### src/rtl/bus_pkg.sv
// bus_pkg: FSM state codes, master count and one-hot master codes shared with the arbiter
package bus_pkg;
  localparam int NM = 4;
  localparam logic [1:0] IDLE = 2'd0;
  localparam logic [1:0] ADDR = 2'd1;
  localparam logic [1:0] DATA = 2'd2;
  localparam logic [1:0] DONE = 2'd3;
  localparam logic [NM-1:0] TIC = 4'b0001;
  localparam logic [NM-1:0] ONE = 4'b0010;
  localparam logic [NM-1:0] TWO = 4'b0100;
  localparam logic [NM-1:0] ARM = 4'b1000;
endpackage

### src/rtl/onehot_dec.sv
// onehot_dec: flags an exactly-one-hot vector and returns the index of its set bit
module onehot_dec #(
  parameter int N = 4
) (
  input  logic [N-1:0]         i_vec,
  output logic                 o_valid,
  output logic [$clog2(N)-1:0] o_idx
);
  always_comb begin
    o_idx = '0;
    for (int k = 0; k < N; k++) if (i_vec[k]) o_idx = k[$clog2(N)-1:0];
  end
  assign o_valid = (i_vec != '0) && ((i_vec & (i_vec - N'(1))) == '0);
endmodule

### src/rtl/bus_xfer_ctrl.sv
// bus_xfer_ctrl: runs one granted master's transfer on the shared bus with a ready timeout
module bus_xfer_ctrl
  import bus_pkg::*;
#(
  parameter int AW      = 16,
  parameter int DW      = 8,
  parameter int TIMEOUT = 15
) (
  input  logic             i_clk,
  input  logic             i_nrst,
  input  logic [NM-1:0]    i_gnt,
  input  logic [NM-1:0]    i_valid,
  input  logic [NM*AW-1:0] i_addr,
  input  logic [NM*DW-1:0] i_wdata,
  input  logic [NM-1:0]    i_we,
  input  logic [DW-1:0]    i_bus_rdata,
  input  logic             i_bus_rdy,
  output logic [AW-1:0]    o_bus_addr,
  output logic [DW-1:0]    o_bus_wdata,
  output logic             o_bus_we,
  output logic             o_bus_sel,
  output logic [DW-1:0]    o_rdata,
  output logic [NM-1:0]    o_ack,
  output logic [NM-1:0]    o_err,
  output logic [NM-1:0]    o_owner,
  output logic             o_busy
);
  localparam int CW = $clog2(TIMEOUT + 1);
  localparam int IW = $clog2(NM);
  logic [1:0]    state_q, state_d;
  logic [NM-1:0] owner_q, owner_d;
  logic [AW-1:0] addr_q, addr_d;
  logic [DW-1:0] wdata_q, wdata_d, rdata_q, rdata_d;
  logic          we_q, we_d, err_q, err_d;
  logic [CW-1:0] cnt_q, cnt_d;
  logic          gnt_ok, start, act;
  logic [IW-1:0] gnt_idx;

  onehot_dec #(.N(NM)) u_dec (.i_vec(i_gnt), .o_valid(gnt_ok), .o_idx(gnt_idx));

  assign start = gnt_ok && ((i_gnt & i_valid) != '0);

  always_comb begin
    state_d = state_q;
    owner_d = owner_q;
    addr_d  = addr_q;
    wdata_d = wdata_q;
    we_d    = we_q;
    err_d   = err_q;
    cnt_d   = cnt_q;
    rdata_d = rdata_q;
    case (state_q)
      IDLE: if (start) begin
        state_d = ADDR;
        owner_d = i_gnt;
        addr_d  = i_addr[gnt_idx*AW +: AW];
        wdata_d = i_wdata[gnt_idx*DW +: DW];
        we_d    = i_we[gnt_idx];
        err_d   = 1'b0;
      end
      ADDR: begin
        state_d = DATA;
        cnt_d   = '0;
      end
      // ready in the last allowed cycle is checked first, so it beats the timeout
      DATA: if (i_bus_rdy) begin
        state_d = DONE;
        rdata_d = we_q ? rdata_q : i_bus_rdata;
      end else begin
        cnt_d = cnt_q + CW'(1);
        if (cnt_q == CW'(TIMEOUT - 1)) begin
          state_d = DONE;
          err_d   = 1'b1;
        end
      end
      default: begin
        state_d = IDLE;
        owner_d = '0;
      end
    endcase
  end

  always_ff @(posedge i_clk or negedge i_nrst) begin
    if (!i_nrst) begin
      state_q <= IDLE;
      owner_q <= '0;
      addr_q  <= '0;
      wdata_q <= '0;
      we_q    <= 1'b0;
      err_q   <= 1'b0;
      cnt_q   <= '0;
      rdata_q <= '0;
    end else begin
      state_q <= state_d;
      owner_q <= owner_d;
      addr_q  <= addr_d;
      wdata_q <= wdata_d;
      we_q    <= we_d;
      err_q   <= err_d;
      cnt_q   <= cnt_d;
      rdata_q <= rdata_d;
    end
  end

  assign act         = (state_q == ADDR) || (state_q == DATA);
  assign o_bus_sel   = act;
  assign o_bus_addr  = act ? addr_q : '0;
  assign o_bus_wdata = act ? wdata_q : '0;
  assign o_bus_we    = act && we_q;
  assign o_ack       = (state_q == DONE) ? owner_q : '0;
  assign o_err       = (state_q == DONE && err_q) ? owner_q : '0;
  assign o_owner     = owner_q;
  assign o_busy      = state_q != IDLE;
  assign o_rdata     = rdata_q;
endmodule

### config.mk
export PLATFORM = sky130hd
export DESIGN_NAME = bus_xfer_ctrl
export DESIGN_NICKNAME = d
export VERILOG_FILES = /design/src/rtl/bus_pkg.sv /design/src/rtl/onehot_dec.sv /design/src/rtl/bus_xfer_ctrl.sv
export SDC_FILE = /design/constraint.sdc
export NUM_CORES = 1
export LEC_CHECK = 0
export CAP_MARGIN = 20
export CORE_MARGIN = 2
export CORE_UTILIZATION = 41
export DETAILED_ROUTE_END_ITERATION = 10
export DONT_BUFFER_PORTS = 1
export HOLD_SLACK_MARGIN = 0.05
export PLACE_DENSITY = 0.66
export SYNTH_ARGS = -nofsm -noshare
export SYNTH_HDL_FRONTEND = slang
export SYNTH_SLANG_ARGS = --single-unit
### constraint.sdc
create_clock -name i_clk -period 1.7 [get_ports i_clk]
set_input_delay 0.17 -clock i_clk [delete_from_list [all_inputs] [get_ports i_clk]]
set_output_delay 0.17 -clock i_clk [all_outputs]
set_load 0.02 [all_outputs]
==> run_results.csv <==
group,metric,value,unit
run_status,outcome,"finished, final reports clean",
hold_path,hold_path.class,"input pin to flop",
sta,finalCritPeriodShare,96.1,%
synth,ys_async_sr_fraction,100,%
pwr,p_sw_share,41.1,%
sta,finalCriticalPeriod,1.63,ns
cts,cts_buffers,5,
sta,rsz0062_at_grt,"true",
grt,overflow,0,
cts,cts_num_sinks,44,
hold_path,holdCritStartpoint,"i_bus_rdy",
floorplanning,num_io_pins,166,
synth,yosys.area.top_type,"dfrtp_1",
route,vias,2361,
grt,grt_max_degree,55,
route,drt-wirelength-per-cell,17.7,µm
placed_design,placed_area,3300,µm²
sta,slew_violations,0,
route,first_iter_violations,45,
worst_setup_path,startpoint,"state_q[0]$_DFFE_PN0P_",
placed_design,place_hpwl,5.42,mm
worst_setup_path,cp.arrival,1.46,ns
pwr,p_int,3.36,mW
pwr,power,5.71,mW
floorplanning,coreArea,7330,µm²
worst_setup_path,crit_required,1.53,ns
synth,synth_fp_nets,436,
synth,ys_warn_count,0,
pwr,p_leak,1.64,nW
worst_setup_path,worst-setup-path-type,"flop to output port",
pwr,p_clk_share,12.3,%
cts,h-tree-depth,2,
pwr,seq_power_share,33.9,%
finish,seq_area,1100,µm²
synth,ys_seq_area_share,35.0,%
floorplanning,dieArea,8400,µm²
grt,grt_pass1_vias,2360,
worst_setup_path,worst_setup_path_start_kind,"flop",
synth,synth_edf_count,0,
sta,fin_ws,0.0659,ns
route,ant_nets,0,
cts,cts_root_buf,"clkbuf_8",
worst_setup_path,ff2ff_path_depth,5,
finish,area_delta_synth_final,13.8,%
finish,fillers,656,
route,wl,7.50,mm
sta,hold_ws,0.101,ns
route,firstDrtPassIters,4,
floorplanning,rows,31,
synth,synth_top_cell_area_share,35.0,%
pwr,ir_drop,0.000653,V
sta,hold_viol,0,
synth,synthTopCellsByArea,"dfrtp_1, mux2_2, mux2_4",
cts,cts.clk_slew.worst_paths,0.08,ns
placed_design,place_congestion,0.859,
synth,postSynthCellCount,311,
route,via_per_inst,5.58,
cts,cts_max_path_buffers,2,
worst_setup_path,crit_fanout,22,
grt,gr-usage-all-layers,17.4,%
finish,nets,449,
grt,antenna_found_initial,0,
placed_design,port_buffers,0,
pwr,switchingPower,2.35,mW
worst_setup_path,path_cells,"inv_2 -> ha_4 -> buf_12 -> and2_2",
hold_path,hold-path-cell-count,2,
finish,drive_gt1_share,34.6,%
worst_setup_path,cp_slowest_cell,"dfrtp_1",
pwr,power_density,1590,nW/µm²
floorplanning,start_util,43.0,%
floorplanning,die_h,91.6,µm
synth,ys_types,38,
cts,clkLatencyLatePin,0.30,ns
floorplanning,die_w,91.6,µm
worst_setup_path,rr_startpoint,"state_q[0]$_DFFE_PN0P_",
synth,ys_ff_latch,44,
synth,ys.flop_type,"dfrtp_1",
pwr,comb_power_share,53.7,%
sta,worst_slew_pin_slew,0.308,ns
sta,finClkSkew,0.0101,ns
worst_setup_path,cpPeakStageDelay,0.37,ns
cts,tritoncts,"built",
flow_run,maxCapViolations,0,
worst_setup_path,crit_path_end_kind,"output port",
placed_design,preCtsSetupSlack,-0.00181,ns
sta,max_freq,612,MHz
sta,slew_headroom,79.4,%
route,drc,0,
synth,postSynthAreaPerCell,10.1,µm²
finish,multiInputGateArea,1960,µm²
finish,stdcell_area,3580,µm²
synth,syn-cell-area,3150,µm²
sta,setup_viol,0,
finish,num_antenna_cells,0,
grt,grt_pass1_wl,11.7,mm
==> layout make-up <==
cell class | instances | share of cell area, %
repair buffers | 26 | 7.47
flip-flops and latches | 44 | 30.7
clock buffers | 7 | 2.69
inverters | 10 | 1.05
well taps | 99 | 3.46
multi-input cells | 237 | 54.6
==> final timing paths <==
path | endpoint | slack, ns
min in group asynchronous | o_owner[2]$_DFFE_PN0P_ | 0.38
worst min register to register | wdata_q[3]$_DFFE_PN0P_ | 0.51
worst max register to register | o_rdata[0]$_DFFE_PN0P_ | 0.10
max in group asynchronous | wdata_q[2]$_DFFE_PN0P_ | 1.10
worst min-delay path | cnt_q[1]$_DFFE_PN0P_ | 0.10
worst max-delay path | o_bus_addr[11] | 0.07
==> cells in the final DEF (no fill, tap or decap), types with 3 or more instances in the layout <==
cell	Yosys	final
mux2_4	20	20
o21ai_0	29	29
o2111ai_1	3	3
dfrtp_1	44	44
mux2_2	38	38
and2_1	29	7
nor2_1	4	4
clkbuf_8	0	7
dlygate4sd3_1	0	9
nand2_1	39	39
inv_1	10	9
and3_1	5	5
a21oi_1	4	4
and2_2	0	20
ha_1	6	5
buf_4	0	13
mux2i_1	25	25
o211ai_1	8	8
==> power groups by stage <==
stage	logic (mW)	clock network, mW	registers (mW)
5_1_grt	3.28	0.768	2.00
6_report	3.07	0.704	1.94
3_3_place_gp	2.73	0	1.95
3_5_place_dp	2.80	0	1.95
2_1_floorplan	2.20	0	1.87
4_1_cts	2.97	0.728	1.94
==> through the flow <==
step	setup TNS, ns	instances	util, %
finish	0	423	48.9
global route	-0.0177	423	48.9
CTS	0	422	48.5
detailed placement	-0.00186	404	45.0
global placement	0	404	45.0
floorplan	0	311	-
==> state kept, by name (all words and copies together), names as in the netlist <==
register  cells
we_q          1
state_q       2
o_owner       4
o_rdata       8
cnt_q         4
err_q         1
wdata_q       8
addr_q       16
==> routing by layer <==
layer / part of all wire [%] / vias to the layer above / routed length, µm / GRT usage [%]
li1: - / 1120 / - / -
met1: 43 / 1111 / 3200 / 21.9
met2: 50 / 120 / 3750 / 30.8
met3: 6.2 / 10 / 462 / 2.79
met4: 1.1 / 0 / 86 / 5.05
met5: 0 / - / 0 / 0
==> critical path: cells and delay by family (launching register included) <==
kind	cells	cell delay [ns]
buf+inv	2	0.23
flops	1	0.37
simple gates	1	0.22
fa+ha+maj	1	0.33
==> cells in the mapped netlist, drive strengths merged, types with 2 or more instances <==
cell type	n
o21ai	29
buf	8
o22ai	2
clkbuf	12
nand2b	2
nand2	39
and2	29
a22oi	2
nor2	4
nor3b	2
o211ai	9
a21oi	7
inv	10
mux2	58
o311ai	2
o21a	2
and3	5
o2111ai	3
ha	6
dfrtp	44
mux2i	25
==> logic make-up after synthesis <==
kind of cell | share of synthesized area (%)
muxes | 31.1
buffers and inverters | 4.45
and+or+nand+nor | 14.4
DFF | 35.0
adders and majority gates | 2.38
AOI/OAI and AO/OA | 12.8
==> what timing repair did <==
| action | 4_1_cts | 5_1_grt |
|---|---|---|
| endpoints found under the hold margin | 52 | 0 |
| pin swaps | 0 | 1 |
| hold buffers | 10 | 0 |
| gates cloned | 0 | 0 |
| buffers inserted | 1 | 1 |
| resized for setup | 15 | 14 |
| endpoints found under the setup margin | 34 | 33 |
Note: power is estimated with default switching activity, not from simulation.
